**config.mk**
```make
export PLATFORM = sky130hd
export DESIGN_NAME = divisor_seq_4bits
export DESIGN_NICKNAME = d
export VERILOG_FILES = /design/src/rtl/divisor_seq_4bits.sv
export SDC_FILE = /design/constraint.sdc
export NUM_CORES = 1
export LEC_CHECK = 0
export CORE_MARGIN = 2
export CORE_UTILIZATION = 40
export CTS_CLUSTER_DIAMETER = 60
export DETAILED_ROUTE_END_ITERATION = 16
export PLACE_DENSITY = 0.72
export SETUP_SLACK_MARGIN = 0.05
export SYNTH_ARGS = -nofsm -noshare
export SYNTH_HDL_FRONTEND = slang
export SYNTH_SLANG_ARGS = --single-unit
```
**constraint.sdc**
```tcl
create_clock -name clk -period 2.5 [get_ports clk]
set_clock_uncertainty 0.1 [all_clocks]
set_input_delay 0.75 -clock clk [delete_from_list [all_inputs] [get_ports clk]]
set_output_delay 0.75 -clock clk [all_outputs]
set_load 0.02 [all_outputs]
```
**src/rtl/divisor_seq_4bits.sv**
```systemverilog
// Sequential restoring divider for unsigned 4-bit operands.
// One quotient bit per cycle, MSB first; divide-by-zero flagged without iterating.

module subtrator_4bits (
  input  logic [3:0] a,
  input  logic [3:0] b,
  output logic [3:0] diff_c,
  output logic       borrow_c
);

  localparam int unsigned W = 4;

  logic [W:0] wide_c;

  // The extra MSB of the widened difference is the borrow, i.e. (a < b).
  always_comb begin
    wide_c   = {1'b0, a} - {1'b0, b};
    diff_c   = wide_c[W-1:0];
    borrow_c = wide_c[W];
  end

endmodule

module divisor_seq_4bits (
  input  logic       clk,
  input  logic       rst_n,
  input  logic       start,
  input  logic [3:0] dividendo,
  input  logic [3:0] divisor,
  output logic [3:0] quociente,
  output logic [3:0] resto,
  output logic       busy,
  output logic       done,
  output logic       erro_div0
);

  localparam int unsigned W  = 4;
  localparam int unsigned SW = 2;

  typedef enum logic [1:0] {
    IDLE = 2'd0,
    CALC = 2'd1,
    DONE = 2'd2
  } state_t;

  state_t         state;
  logic [SW-1:0]  step;
  logic [W-1:0]   rem_q;
  logic [W-1:0]   quo_q;
  logic [W-1:0]   dvs_q;

  logic [W-1:0]   rem_shift_c;
  logic [W-1:0]   diff_c;
  logic           borrow_c;
  logic [W-1:0]   rem_next_c;
  logic [W-1:0]   quo_next_c;

  // Partial remainder stays below min(divisor, 8), so the shift never loses a bit.
  assign rem_shift_c = {rem_q[W-2:0], quo_q[W-1]};

  subtrator_4bits u_sub (
    .a        (rem_shift_c),
    .b        (dvs_q),
    .diff_c   (diff_c),
    .borrow_c (borrow_c)
  );

  assign quo_next_c = {quo_q[W-2:0], ~borrow_c};
  assign rem_next_c = borrow_c ? rem_shift_c : diff_c;

  always_ff @(posedge clk) begin
    if (!rst_n) begin
      state     <= IDLE;
      step      <= '0;
      rem_q     <= '0;
      quo_q     <= '0;
      dvs_q     <= '0;
      quociente <= '0;
      resto     <= '0;
      busy      <= 1'b0;
      done      <= 1'b0;
      erro_div0 <= 1'b0;
    end else begin
      done <= 1'b0;
      case (state)
        IDLE: begin
          if (start) begin
            dvs_q     <= divisor;
            quo_q     <= dividendo;
            rem_q     <= '0;
            step      <= '0;
            erro_div0 <= 1'b0;
            busy      <= 1'b1;
            if (divisor == '0) begin
              quociente <= '1;
              resto     <= dividendo;
              erro_div0 <= 1'b1;
              done      <= 1'b1;
              state     <= DONE;
            end else begin
              state     <= CALC;
            end
          end
        end
        CALC: begin
          quo_q <= quo_next_c;
          rem_q <= rem_next_c;
          step  <= step + SW'(1);
          // Final iteration publishes the result directly from the next-state values.
          if (step == SW'(W - 1)) begin
            quociente <= quo_next_c;
            resto     <= rem_next_c;
            done      <= 1'b1;
            state     <= DONE;
          end
        end
        DONE: begin
          busy  <= 1'b0;
          state <= IDLE;
        end
        default: begin
          busy  <= 1'b0;
          state <= IDLE;
        end
      endcase
    end
  end

endmodule

```
# Word level (Yosys, flattened, before mapping)
# Cells that the tools add are included.
# op_classes
mux,25
n_eq_ne,5
n_reduce_logical,8
addsub,2
bitwise_logic,2
# op_table
operator,count
4-bit two-way mux,8
4-bit case mux with 2 select lines,3
2-bit two-way mux,4
2-bit case mux with 2 select lines,2
2-bit AND reduction,4
2-bit inequality test (second input constant),3
3-bit case mux with 2 select lines,1
4-bit by 4-bit subtractor with 5-bit output,1
4-bit zero test,1
1-bit two-way mux,4
1-bit case mux with 2 select lines,2
4-bit AND reduction,1
3-bit two-way mux,1
2-bit by 1-bit adder with 2-bit output (second input constant),1
2-bit by 1-bit == test with 1-bit output (second input constant),1
2-bit == test (second input constant),1
2-bit zero test,1
1-bit inverter,2
2-bit nonzero test,1
# totals
regBits,26
output_inout_bits,11
elab_cells,52

# Logic depth before layout (Yosys ltp)
# Gate-level depths: netlist (run 1).
# depth
depth_word,4
mapped_depth,9
mapped_depth_nobuf,8

# Modules after synthesis
# From an unflattened synthesis (run 1), not the netlist that was laid out.
# hier_totals
cells_unflattened,144
area_unflattened_um2,1293.7
# modules_own_cells
mod,area_each_um2,cells_each,instances,seq_area_each_um2
divisor_seq_4bits,1156.1,126,1,520.5
subtrator_4bits,137.6,18,1,0.0

# Worst setup path after synthesis (run 1)
# No wires, ideal clock.
# synth_timing
kind,register to register
from,reg quo_q[3]
to,reg rem_q[1]
required_ns,2.268
synth_period_minus_slack_ns,1.819
arrival_ns,1.586
setup_slack_ns,0.681
stages_incl_launch_ff,10
path_cell_list,dfxtp_1 -> inv_1 -> ha_1 -> inv_1 -> fa_1 -> nand3_1 -> and2_1 -> clkbuf_1 -> o21a_1 -> a21oi_1
# synth_between
elab_chain_cells,3
# synth_lines
element,line_no,rtl
from (decl),49,logic [W-1:0] quo_q;
from (signal assigned),89,quo_q <= dividendo;
from (signal assigned),106,quo_q <= quo_next_c;
4-bit by 4-bit subtractor with 5-bit output,17,"wide_c = {1'b0, a} - {1'b0, b};"
4-bit two-way mux,69,assign rem_next_c = borrow_c ? rem_shift_c : diff_c;
3-bit case mux with 2 select lines,85,case (state)
to (signal assigned),107,rem_q <= rem_next_c;
to (decl),48,logic [W-1:0] rem_q;
# No other way between the ends.
# A chain may end at the register's enable or synchronous reset.

# Worst setup path in the final report (run 1)
# layout_timing
from,reg resto[2]
to,out resto[2]
# layout_lines
element,line_no,rtl
from (decl),31,"output logic [3:0] resto,"
from (signal assigned),96,resto <= dividendo;
from (signal assigned),112,resto <= rem_next_c;
# No word-level cell between the ends.

==> impl_metrics.ini, run 1 <==
[run_status]
status = finished, final reports clean

[setup_path]
worstPathMaxFanout = 2
cpPeakStageDelay_ns = 0.62
worst-setup-path-type = reg2out
worstSetupEndpointType = output pin
cp_cell_sequence = clkdlybuf4s50_1
crit_slowest_cell = clkdlybuf4s50_1
critical_path_buf_inv_count = 1
startpoint_type = flip-flop
crit_family = buffers and inverters
crit_required_ns = 1.65
worstPathArrival_ns = 1.33

[sta]
layout_min_cycle_time_ns = 2.18
setup_violations = 0
report.final.slew_viol_count = 0
post-route-period-util = 0.874
tightestPinTransition_ns = 0.568
slew_headroom = 0.621
fmax_mhz = 458
tns_ns = 0
whs_ns = 0.363
finalHoldViolCount = 0
rsz0062_at_grt = false

[route]
drc = 0
drt_iter0_drc = 18
postRouteAntennaNets = 0
vias_per_cell = 5.37
wl_per_cell_um = 13.1
wirelength_um = 2600
dr.pass1.iters = 4
vias = 1063

[finish]
num_antenna_cells = 0
syn2layout_area_growth_pct = 23.7
post-route-util = 0.509
fin_nets = 183
drive_gt1_frac = 0.0970
fillCellCount = 297
final_cells = 198

[die]
start_util = 0.412
dieArea_um2 = 3550
rows = 20
die_width_um = 59.6
chipHeight_um = 59.6
io_pins = 22
core_area_um2 = 3000

[pwr]
p_per_area_nw_per_um2 = 600
internal_power_uw = 674
switching_share = 0.265
p_comb_frac = 0.190
seqPwrFrac = 0.492
p_switching_uw = 244
clockPowerShare = 0.319
worst_ir_drop_vdd_mv = 0.293
p_leak_uw = 0.000566

[synthesis]
synth.avg_cell_area_um2 = 8.64
ys_seq_area_frac = 0.421
yosys-top-cells-area = dfxtp_1 (42%), nand2_1 (7.9%), a21oi_1 (5.7%)
syn_nets = 160
synth_area_um2 = 1240
synth-seq-cells = 26
synth.top_cell.area_share = 0.421
netlist_instances = 143
ys_warn_count = 0
yosysUniqueCellTypes = 35
synth.largest_area_cell = dfxtp_1

[clock_tree]
cts_inserted_buffers = 3
cts-root-buf = clkbuf_4
htree_num_levels = 1
cts_setup_buffers = 0
cts_tree = built
clk_transition_reported_paths_ns = 0.15
clock_sinks = 26
clk_latency_ns = 0.33
post_cts_resized = 0
cts.path.max_buffers = 2
cts_hold_buf = 0

[global_routing]
grt_pass1_wl_um = 4430
grt_pass1_vias = 1032
antenna_found_initial = 0
gr-total-overflow = 0
grt_max_degree = 17
grt_usage = 0.169

[min_path]
min_path_type = reg2reg

[place]
gp_congestion = 0.802
dp_cells = 194
dp_hpwl_um = 2000
port_buffers = 21

[job]
drv_cap = 0
-- kinds of logic (layout without fill, tap and decap cells) --
logic type               Yosys count  in the layout  share of synthesized area
buffers and inverters             14             36                     0.0577
flip-flops                        26             26                      0.421
XOR/XNOR                           2              2                     0.0142
multiplexers                       1              1                    0.00911
AO/OA/AOI/OAI                     40             40                      0.220
adder cells (fa/ha/maj)            6              6                     0.0668
AND/OR/NAND/NOR                   54             54                      0.212
-- synth_stat cells, drive strengths merged --
| library cell | count |
|---|---|
| inv | 6 |
| a22o | 1 |
| mux2 | 1 |
| a31oi | 5 |
| nand2b | 3 |
| buf | 5 |
| xnor2 | 2 |
| nand4 | 1 |
| nand2 | 26 |
| nand3b | 1 |
| o21a | 1 |
| fa | 1 |
| nand3 | 3 |
| dfxtp | 26 |
| nor4 | 1 |
| a21boi | 1 |
| o21ai | 6 |
| a311oi | 4 |
| o211ai | 1 |
| and3 | 1 |
| and2 | 1 |
| ha | 5 |
| nor2 | 13 |
| clkbuf | 3 |
| o22a | 1 |
| nor2b | 1 |
| a211oi | 5 |
| nor3b | 3 |
| a21oi | 15 |
-- cell usage in the layout (no fill, tap or decap), types with 5 or more instances in the layout --
master	synthesis	final
a211oi_1	5	5
a31oi_1	5	5
ha_1	5	5
nand2_1	26	26
dfxtp_1	26	26
clkdlybuf4s50_1	0	21
a21oi_1	14	14
inv_1	6	6
o21ai_0	5	5
buf_4	1	5
nor2_1	13	13
-- registers in the layout, summed over array words and instances (netlist names) --
register	flops
rem_q	3
state	2
step	2
quo_q	4
dvs_q	4
busy	1
done	1
quociente	4
erro_div0	1
resto	4
-- per-layer routing --
metal	GRT usage	part of all wire	up-vias
met3	0.0306	0.056	5
li1	-	-	545
met5	0	0	-
met1	0.212	0.46	486
met4	0.0921	0.022	0
met2	0.273	0.46	27
-- metrics by stage --
| step | total power (uW) | cell area [um2] | setup slack [ns] |
|---|---|---|---|
| finish | 918 | 1530 | 0.315 |
| global route | 964 | 1530 | 0.258 |
| CTS | 928 | 1530 | 0.299 |
| detailed placement | 635 | 1480 | 0.120 |
| global placement | 631 | 1480 | 0.171 |
| floorplan | 578 | 1240 | 0.681 |
-- cell type report --
cell class | instances | area, um2 | share of cell area
Tap cell | 33 | 41.3 | 0.0270
Clock buffer | 3 | 22.5 | 0.0147
Multi-Input combinational cell | 103 | 644 | 0.421
Sequential cell | 26 | 520 | 0.340
Clock inverter | 1 | 30.0 | 0.0196
Timing Repair Buffer | 26 | 248 | 0.162
Inverter | 6 | 22.5 | 0.0147
-- path summary, 6_finish.rpt --
kind	startpoint	endpoint	slack, ns	cells past startpoint
worst max-delay path	resto[2]	resto[2]	0.32	1
worst min-delay path	erro_div0	erro_div0	0.36	2
worst max register to register	quo_q[3]	resto[2]	0.55	8
worst min register to register	erro_div0	erro_div0	0.36	2
-- worst reg2reg max path, cell delays in order (launching register included) --
cell and delay (ns):
dfxtp_1 0.35, inv_1 0.06, ha_1 0.15, inv_1 0.05, fa_1 0.39, nand3_1 0.15, and2_1 0.31, a31oi_1 0.18
a31oi_1 0.17
-- power groups by stage --
stage | clock network (uW) | logic [uW] | registers (uW)
floorplan | 0 | 115 | 463
global placement | 0 | 171 | 459
global route | 313 | 196 | 455
detailed placement | 0 | 175 | 460
CTS | 301 | 176 | 451
finish | 293 | 174 | 451
(Power assumes the default switching activity.)
==> run 2, diff against run 1 <==
Settings changed: TNS_END_PERCENT from default to 1.
==> results of run 2 <==
Same layout as run 1: the final DEF is identical, and so are final timing and power.
==> run 3, diff against run 2 <==
Settings changed: GPL_ROUTABILITY_DRIVEN from default to 0.
==> results of run 3 <==
Same layout as run 1: the final DEF is identical, and so are final timing and power.
